===== src/rtl/spi_slave_pkg.sv =====
// Shared types and constants for the SPI mode-0 responder.
package spi_slave_pkg;

  typedef enum logic {
    IDLE   = 1'b0,
    ACTIVE = 1'b1
  } state_t;

  localparam int DEFAULT_DATA_WIDTH = 8;

  // Synchronizer reset levels match the idle bus: SCLK low, SS_n high.
  localparam logic SCLK_RST = 1'b0;
  localparam logic SS_N_RST = 1'b1;
  localparam logic MOSI_RST = 1'b0;

endpackage


===== src/rtl/spi_sync_edge.sv =====
// Two-flop synchronizer with a history flop for edge detection.
module spi_sync_edge #(
  parameter logic RST_VAL = 1'b0
) (
  input  logic clk,
  input  logic rst,
  input  logic din,
  output logic sync,
  output logic rise,
  output logic fall
);

  logic s1;
  logic s2;
  logic hist;

  always_ff @(posedge clk) begin
    if (rst) begin
      s1   <= RST_VAL;
      s2   <= RST_VAL;
      hist <= RST_VAL;
    end else begin
      s1   <= din;
      s2   <= s1;
      hist <= s2;
    end
  end

  assign sync = s2;
  assign rise = s2 & ~hist;
  assign fall = ~s2 & hist;

endmodule


===== src/rtl/spi_slave_responder.sv =====
// SPI mode-0 responder: oversampled bus, parallel RX strobe, one-entry TX hold.
module spi_slave_responder
  import spi_slave_pkg::*;
#(
  parameter int DATA_WIDTH = DEFAULT_DATA_WIDTH,
  parameter logic [DATA_WIDTH-1:0] FILL_WORD = '0
) (
  input  logic                  clk_clk,
  input  logic                  reset_reset,
  input  logic                  spi_SCLK,
  input  logic                  spi_SS_n,
  input  logic                  spi_MOSI,
  output logic                  spi_MISO,
  output logic                  spi_MISO_oe,
  input  logic [DATA_WIDTH-1:0] tx_data,
  input  logic                  tx_valid,
  output logic                  tx_ready,
  output logic [DATA_WIDTH-1:0] rx_data,
  output logic                  rx_valid,
  output logic                  tx_underrun,
  output logic                  busy
);

  localparam int CNT_W = $clog2(DATA_WIDTH);
  localparam logic [CNT_W-1:0] LAST_BIT = CNT_W'(DATA_WIDTH - 1);

  logic sclk_sync_unused, sclk_rise, sclk_fall;
  logic ss_sync, ss_rise, ss_fall;
  logic mosi_sync, mosi_rise_unused, mosi_fall_unused;

  spi_sync_edge #(.RST_VAL(SCLK_RST)) u_sclk (
    .clk(clk_clk), .rst(reset_reset), .din(spi_SCLK),
    .sync(sclk_sync_unused), .rise(sclk_rise), .fall(sclk_fall)
  );

  spi_sync_edge #(.RST_VAL(SS_N_RST)) u_ss (
    .clk(clk_clk), .rst(reset_reset), .din(spi_SS_n),
    .sync(ss_sync), .rise(ss_rise), .fall(ss_fall)
  );

  spi_sync_edge #(.RST_VAL(MOSI_RST)) u_mosi (
    .clk(clk_clk), .rst(reset_reset), .din(spi_MOSI),
    .sync(mosi_sync), .rise(mosi_rise_unused), .fall(mosi_fall_unused)
  );

  state_t state, state_next;
  logic   arm;

  logic [1:0]            primed;
  logic                  seen_high;
  logic [CNT_W-1:0]      bit_cnt;
  logic                  word_done;
  logic                  from_hold;
  logic                  hold_full;
  logic [DATA_WIDTH-1:0] hold;
  logic [DATA_WIDTH-1:0] shift_tx;
  logic [DATA_WIDTH-1:0] shift_rx;
  logic [DATA_WIDTH-1:0] rx_data_q;
  logic                  rx_done_p1;
  logic                  rx_valid_p2;
  logic                  underrun_q;
  logic                  miso_q;

  always_ff @(posedge clk_clk) begin
    if (reset_reset) state <= IDLE;
    else             state <= state_next;
  end

  always_comb begin
    state_next = state;
    arm        = 1'b0;
    case (state)
      IDLE: begin
        if (ss_fall && seen_high) begin
          state_next = ACTIVE;
          arm        = 1'b1;
        end
      end
      ACTIVE: begin
        if (ss_rise)
          state_next = IDLE;
        else if (sclk_fall && bit_cnt == '0 && word_done)
          arm = 1'b1;
      end
      default: state_next = IDLE;
    endcase
  end

  always_ff @(posedge clk_clk) begin
    if (reset_reset) begin
      primed      <= '0;
      seen_high   <= 1'b0;
      bit_cnt     <= '0;
      word_done   <= 1'b0;
      from_hold   <= 1'b0;
      hold_full   <= 1'b0;
      hold        <= '0;
      shift_tx    <= '0;
      shift_rx    <= '0;
      rx_data_q   <= '0;
      rx_done_p1  <= 1'b0;
      rx_valid_p2 <= 1'b0;
      underrun_q  <= 1'b0;
      miso_q      <= 1'b0;
    end else begin
      rx_done_p1  <= 1'b0;
      rx_valid_p2 <= rx_done_p1;
      underrun_q  <= 1'b0;
      miso_q      <= shift_tx[DATA_WIDTH-1];

      // The SS_n synchronizer holds its reset level for two cycles, so only
      // trust it as evidence of a real deselect once it has flushed.
      if (primed != 2'd2) primed <= primed + 2'd1;
      if (primed == 2'd2 && ss_sync) seen_high <= 1'b1;

      if (tx_valid && !hold_full) begin
        hold      <= tx_data;
        hold_full <= 1'b1;
      end

      if (arm) begin
        shift_tx  <= hold_full ? hold : FILL_WORD;
        from_hold <= hold_full;
        if (state == IDLE) bit_cnt <= '0;
      end

      if (state == ACTIVE) begin
        if (ss_rise) begin
          bit_cnt   <= '0;
          word_done <= 1'b0;
        end else if (sclk_rise) begin
          shift_rx <= {shift_rx[DATA_WIDTH-2:0], mosi_sync};
          if (bit_cnt == '0) begin
            if (from_hold) hold_full  <= 1'b0;
            else           underrun_q <= 1'b1;
          end
          if (bit_cnt == LAST_BIT) begin
            rx_data_q  <= {shift_rx[DATA_WIDTH-2:0], mosi_sync};
            rx_done_p1 <= 1'b1;
            word_done  <= 1'b1;
            bit_cnt    <= '0;
          end else begin
            bit_cnt <= bit_cnt + 1'b1;
          end
        end else if (sclk_fall && bit_cnt != '0) begin
          shift_tx  <= shift_tx << 1;
          word_done <= 1'b0;
        end
      end
    end
  end

  assign busy        = (state == ACTIVE);
  assign spi_MISO_oe = busy;
  assign spi_MISO    = miso_q & busy;
  assign tx_ready    = ~hold_full;
  assign rx_data     = rx_data_q;
  assign rx_valid    = rx_valid_p2;
  assign tx_underrun = underrun_q;

endmodule


===== config.mk =====
export PLATFORM = sky130hd
export DESIGN_NAME = spi_slave_responder
export DESIGN_NICKNAME = d
export VERILOG_FILES = /design/src/rtl/spi_slave_pkg.sv /design/src/rtl/spi_sync_edge.sv /design/src/rtl/spi_slave_responder.sv
export SDC_FILE = /design/constraint.sdc
export NUM_CORES = 1
export LEC_CHECK = 0
export ABC_AREA = 1
export ABC_CLOCK_PERIOD_IN_PS = 2000
export CORE_MARGIN = 5
export CORE_UTILIZATION = 54
export CTS_CLUSTER_DIAMETER = 100
export DETAILED_ROUTE_END_ITERATION = 6
export GPL_ROUTABILITY_DRIVEN = 0
export PLACE_DENSITY = 0.78
export SLEW_MARGIN = 20
export SYNTH_ARGS = -nofsm -noshare
export SYNTH_HDL_FRONTEND = slang
export SYNTH_HIERARCHICAL = 1
export SYNTH_SLANG_ARGS = --single-unit
export TNS_END_PERCENT = 20

===== constraint.sdc =====
create_clock -name clk_clk -period 2 [get_ports clk_clk]
set_clock_uncertainty 0.2 [all_clocks]
set_input_delay 0.4 -clock clk_clk [delete_from_list [all_inputs] [get_ports clk_clk]]
set_output_delay 0.4 -clock clk_clk [all_outputs]
set_load 0.1 [all_outputs]

Yosys cells after proc, flatten, opt, wreduce, memory -nomap -nowiden
Cells that the tools add are included.
Widths: inputs -> output; s select.
- input port bits: 14
- word-level logic and storage cells: 88
- bits in registers: 53
- multiplexer cells: 30
- reductions and logical operators: 15
- eq/ne operators: 4
- add/sub/neg operators: 2
- bitwise logic cells: 14
- operator list (kind ; number):
    $mux 8 ; 6
    $mux 3 ; 6
    $mux 1 ; 16
    $not 1->1 ; 9
    $logic_and 1x1->1 ; 6
    $reduce_and 3->1 ; 2
    $reduce_bool 3->1 ; 2
    $and 1x1->1 ; 5
    $reduce_or 5->1 ; 1
    $pmux 1 s2 ; 2
    $reduce_and 4->1 ; 1
    $reduce_or 4->1 ; 1
    $add 3x1->3 const B ; 1
    $eq 3x3->1 const B ; 1
    $logic_not 3->1 ; 1
    $ne 3x1->1 const B ; 1
    $add 2x1->2 const B ; 1
    $eq 2x2->1 const B ; 1
    $ne 2x2->1 const B ; 1
    $logic_not 1->1 ; 1

Logic depth before layout (Yosys ltp)
Gate-level depths: netlist of the first run.
- depth after elaboration: 12
- depth in mapped cells: 10

Hierarchy
Netlist of the first run, hierarchy kept.
- by module, submodules not included (module ; instances ; cells each ; area an instance (µm²) ; sequential area each (µm²)):
    spi_slave_responder ; 1 ; 246 ; 1876.8 ; 900.9
    spi_sync_edge at u_mosi ... ; 2 ; 12 ; 93.8 ; 60.1
    spi_sync_edge at u_ss ; 1 ; 13 ; 97.6 ; 60.1

Least setup slack after synthesis of the first run
No wires, ideal clock.
- kind: flip-flop to output port
- from: reg state (netlist: busy)
- to: out spi_MISO
- cell stages (with the launch flop): 3
- data required time: 1.400 ns
- path slack: -0.336 ns
- data arrival time: 1.736 ns
- buffers on the path: 0
- cell sequence: dfxtp_1 -> nand2_1 -> inv_1
- cells in the longest elaborated chain, start to end: 1
- ends and longest elaborated chain (what ; line ; text):
    start, declared ; spi_slave_responder.sv:46 ; state_t state, state_next;
    start signal, assigned ; spi_slave_responder.sv:66 ; else state <= state_next;
    $and 1x1->1 ; spi_slave_responder.sv:155 ; assign spi_MISO = miso_q & busy;
    end, declared ; spi_slave_responder.sv:13 ; output logic spi_MISO,
No other way between the ends.

Worst setup path in the final report of the first run
- from: reg bit_cnt[0]
- to: reg shift_tx[7]
- cells in the longest elaborated chain, start to end: 11
- elaborated cells between the ends (all ways): 13
- classes of those cells: 8 x mux; 5 x reduce/logical
- ends and longest elaborated chain (what ; line ; text):
    start, declared ; spi_slave_responder.sv:51 ; logic [CNT_W-1:0] bit_cnt;
    start signal, assigned ; spi_slave_responder.sv:143 ; bit_cnt <= bit_cnt + 1'b1;
    $logic_not 3->1 ; spi_slave_responder.sv:82 ; else if (sclk_fall && bit_cnt == '0 && word_done)
    $logic_and 1x1->1 (2 in a row) ; spi_slave_responder.sv:82 ;
    $mux 1 ; spi_slave_responder.sv:82 ;
    $mux 1 ; spi_slave_responder.sv:80 ; if (ss_rise)
    $pmux 1 s2 ; spi_slave_responder.sv:72 ; case (state)
    $mux 8 ; spi_slave_responder.sv:121 ; if (arm) begin
    $mux 8 ; spi_slave_responder.sv:145 ; end else if (sclk_fall && bit_cnt != '0) begin
    $mux 8 ; spi_slave_responder.sv:131 ; end else if (sclk_rise) begin
    $mux 8 ; spi_slave_responder.sv:128 ; if (ss_rise) begin
    $mux 8 * ; spi_slave_responder.sv:127 ; if (state == ACTIVE) begin
    end signal, assigned ; spi_slave_responder.sv:122 ; shift_tx <= hold_full ? hold : FILL_WORD;
    end signal, assigned ; spi_slave_responder.sv:146 ; shift_tx <= shift_tx << 1;
    end, declared ; spi_slave_responder.sv:56 ; logic [DATA_WIDTH-1:0] shift_tx;
Mark *: on every way between the ends. The rest lies on a longest branch, timed or not.
A chain may end at the register's enable or synchronous reset.

==> impl_metrics.tcl, run 1 <==
set metrics [dict create \
    num_antenna_cells 0 \
    use_met3 0.03857 \
    arrival_ps 1770 \
    core_um2 3744 \
    cts.reportedPaths.clkPinSlew_ps 90 \
    busiest_layer "met2" \
    io_buffers 27 \
    worstSetupPathType "reg2reg" \
    cts_setup_buffers 0 \
    tns_ps 0 \
    pin_count 28 \
    die_h_um 72.71 \
    p_leak_uw 0.001148 \
    ir_drop_v 0.0005984 \
    cts_tree "done" \
    antenna_found_initial 0 \
    clockBufferDepth 2 \
    fill_cells 302 \
    rsz0062_at_grt "no" \
    die_area_um2 5286 \
    path_common_cell "nor2_1" \
    htreeDepth 2 \
    clkSinkCount 53 \
    wl_per_cell_um 11.99 \
    status "finished clean" \
    critPathRequiredTime_ps 2010 \
    max_stage_delay_ps 340 \
    worstPathCellList "inv_1 -> ha_1 -> inv_1 -> nor2_1 -> nand3_4 -> nand3_1 -> nand2_1 -> nor2_1 -> nor2_1" \
    rows 22 \
    hpwl_um 3079 \
    drt-pass1-iter-count 4 \
    min_path_type "reg2reg" \
    finalCriticalPeriod_ps 1760 \
    max_freq_mhz 568.1 \
    grt_max_degree 31 \
    hold_buffers 0 \
    drive_above_1_share 0.1456 \
    fin_nets 326 \
    clkLatencyLatePin_ps 310 \
    ant_nets 0 \
    start_kind "register" \
    totalWireLength_um 4281 \
    grt_pass1_wl_um 7245 \
    ctsRootBufferMaster "clkbuf_8" \
    slowest_stage "dfxtp_1" \
    syn_area_um2 2123 \
    power_density_nw_per_um2 707.3 \
    grt_use_met2 0.2756 \
    ctsResizeCount 0 \
    drc 0 \
    multi_input_area_um2 884.6 \
    syn-num-nets 295 \
    hold_violations 0 \
    post-route-period-util 0.8801 \
    grt_pass1_vias 1656 \
    cp-end-kind "register" \
    tightestPinTransition_ps 489.4 \
    overflow 0 \
    final_max_slew_viol_count 0 \
    grt_util_all_layers 0.1750 \
    seq_area_um2 1062 \
    cts_inserted_buffers 5 \
    maxCapViolCount 0 \
    die_w_um 72.71 \
    placed_area_um2 2606 \
    drt-initial-drc-count 170 \
    initial_core_util 0.5672 \
    crit_fanout 17 \
    setup_viol 0 \
    design_area_um2 2686 \
    synthCells 277 \
    syn_to_final_growth_pct 26.52 \
    viasPerCell 5.003 \
    num_vias 1786 \
    use_met1 0.2281 \
    yosys_warnings 6 \
    syn_area_per_cell_um2 7.665 \
    slew-limit-headroom 0.6734 \
]
## worst paths after layout
check | from | cells past startpoint | slack, ps | endpoint
worst min register to register | u_sclk/s1$_SDFF_PP0_ | 2 | 200 | u_sclk/sync$_SDFF_PP0_
worst max-delay path | bit_cnt[0]$_SDFF_PP0_ | 9 | 240 | shift_tx[7]$_SDFF_PP0_
worst min-delay path | u_sclk/s1$_SDFF_PP0_ | 2 | 200 | u_sclk/sync$_SDFF_PP0_
worst max register to register | bit_cnt[0]$_SDFF_PP0_ | 9 | 240 | shift_tx[7]$_SDFF_PP0_
## stage by stage
stage | util | hold slack [ps] | worst slack [ps] | power, uW | cells
floorplan | - | 186.7 | 12.99 | 1274 | 277
global placement | 0.6962 | 189.4 | 274.0 | 1343 | 349
detailed placement | 0.6962 | 196.0 | 217.3 | 1352 | 349
CTS | 0.7176 | 201.5 | 238.1 | 1918 | 357
global route | 0.7176 | 225.4 | 86.86 | 1993 | 357
finish | 0.7176 | 199.6 | 239.8 | 1900 | 357
## where the power goes
part / switching [uW] / internal (uW) / leakage (uW)
Combinational: 118 / 88.1 / 0.000677
Sequential: 20.9 / 1100 / 0.000432
Clock: 326 / 249 / 0.0000395
## sequential cells by signal, summed over array words and instances, names as in the netlist, 2 cells and up
name / cells
shift_tx: 8
primed: 2
bit_cnt: 3
rx_data: 8
hold: 8
shift_rx: 7
## per-layer routing
| metal | part of all wire | vias to the layer above | wire length (um) |
|---|---|---|---|
| met2 | 0.48 | 34 | 2066 |
| met5 | 0 | - | 0 |
| li1 | - | 933 | - |
| met3 | 0.045 | 8 | 191 |
| met1 | 0.45 | 811 | 1936 |
| met4 | 0.020 | 0 | 87 |
## cell usage in the layout, fill, tap and decap left out, drive strengths merged
cell type and count:
nor4 1, a31oi 1, dfxtp 53, clkinv 1, nor3 1, a21oi 24, ha 4, o21ai 26
clkbuf 8, o21a 1, buf 22, nor2 60, inv 30, clkdlybuf4s50 13, nand2 46, nand3 18
## critical path, delay by kind of cell, from the launching register on
family        cells  cell delay [ps]
simple gates      6              840
flops             1              340
buf+inv           2              120
fa+ha+maj         1              160
## layout make-up
cell class                      instances  area share
Tap cell                               48     0.02236
Inverter                               31     0.04332
Sequential cell                        53      0.3954
Timing Repair Buffer                   35      0.1798
Multi-Input combinational cell        182      0.3293
Clock buffer                            8     0.02981
(Power assumes the default switching activity.)
==> run 2, diff against run 1 <==
SKIP_CTS_REPAIR_TIMING = 1   (was not set)
==> results of run 2 <==
Same layout as run 1: the final DEF is identical, and so are final timing and power.
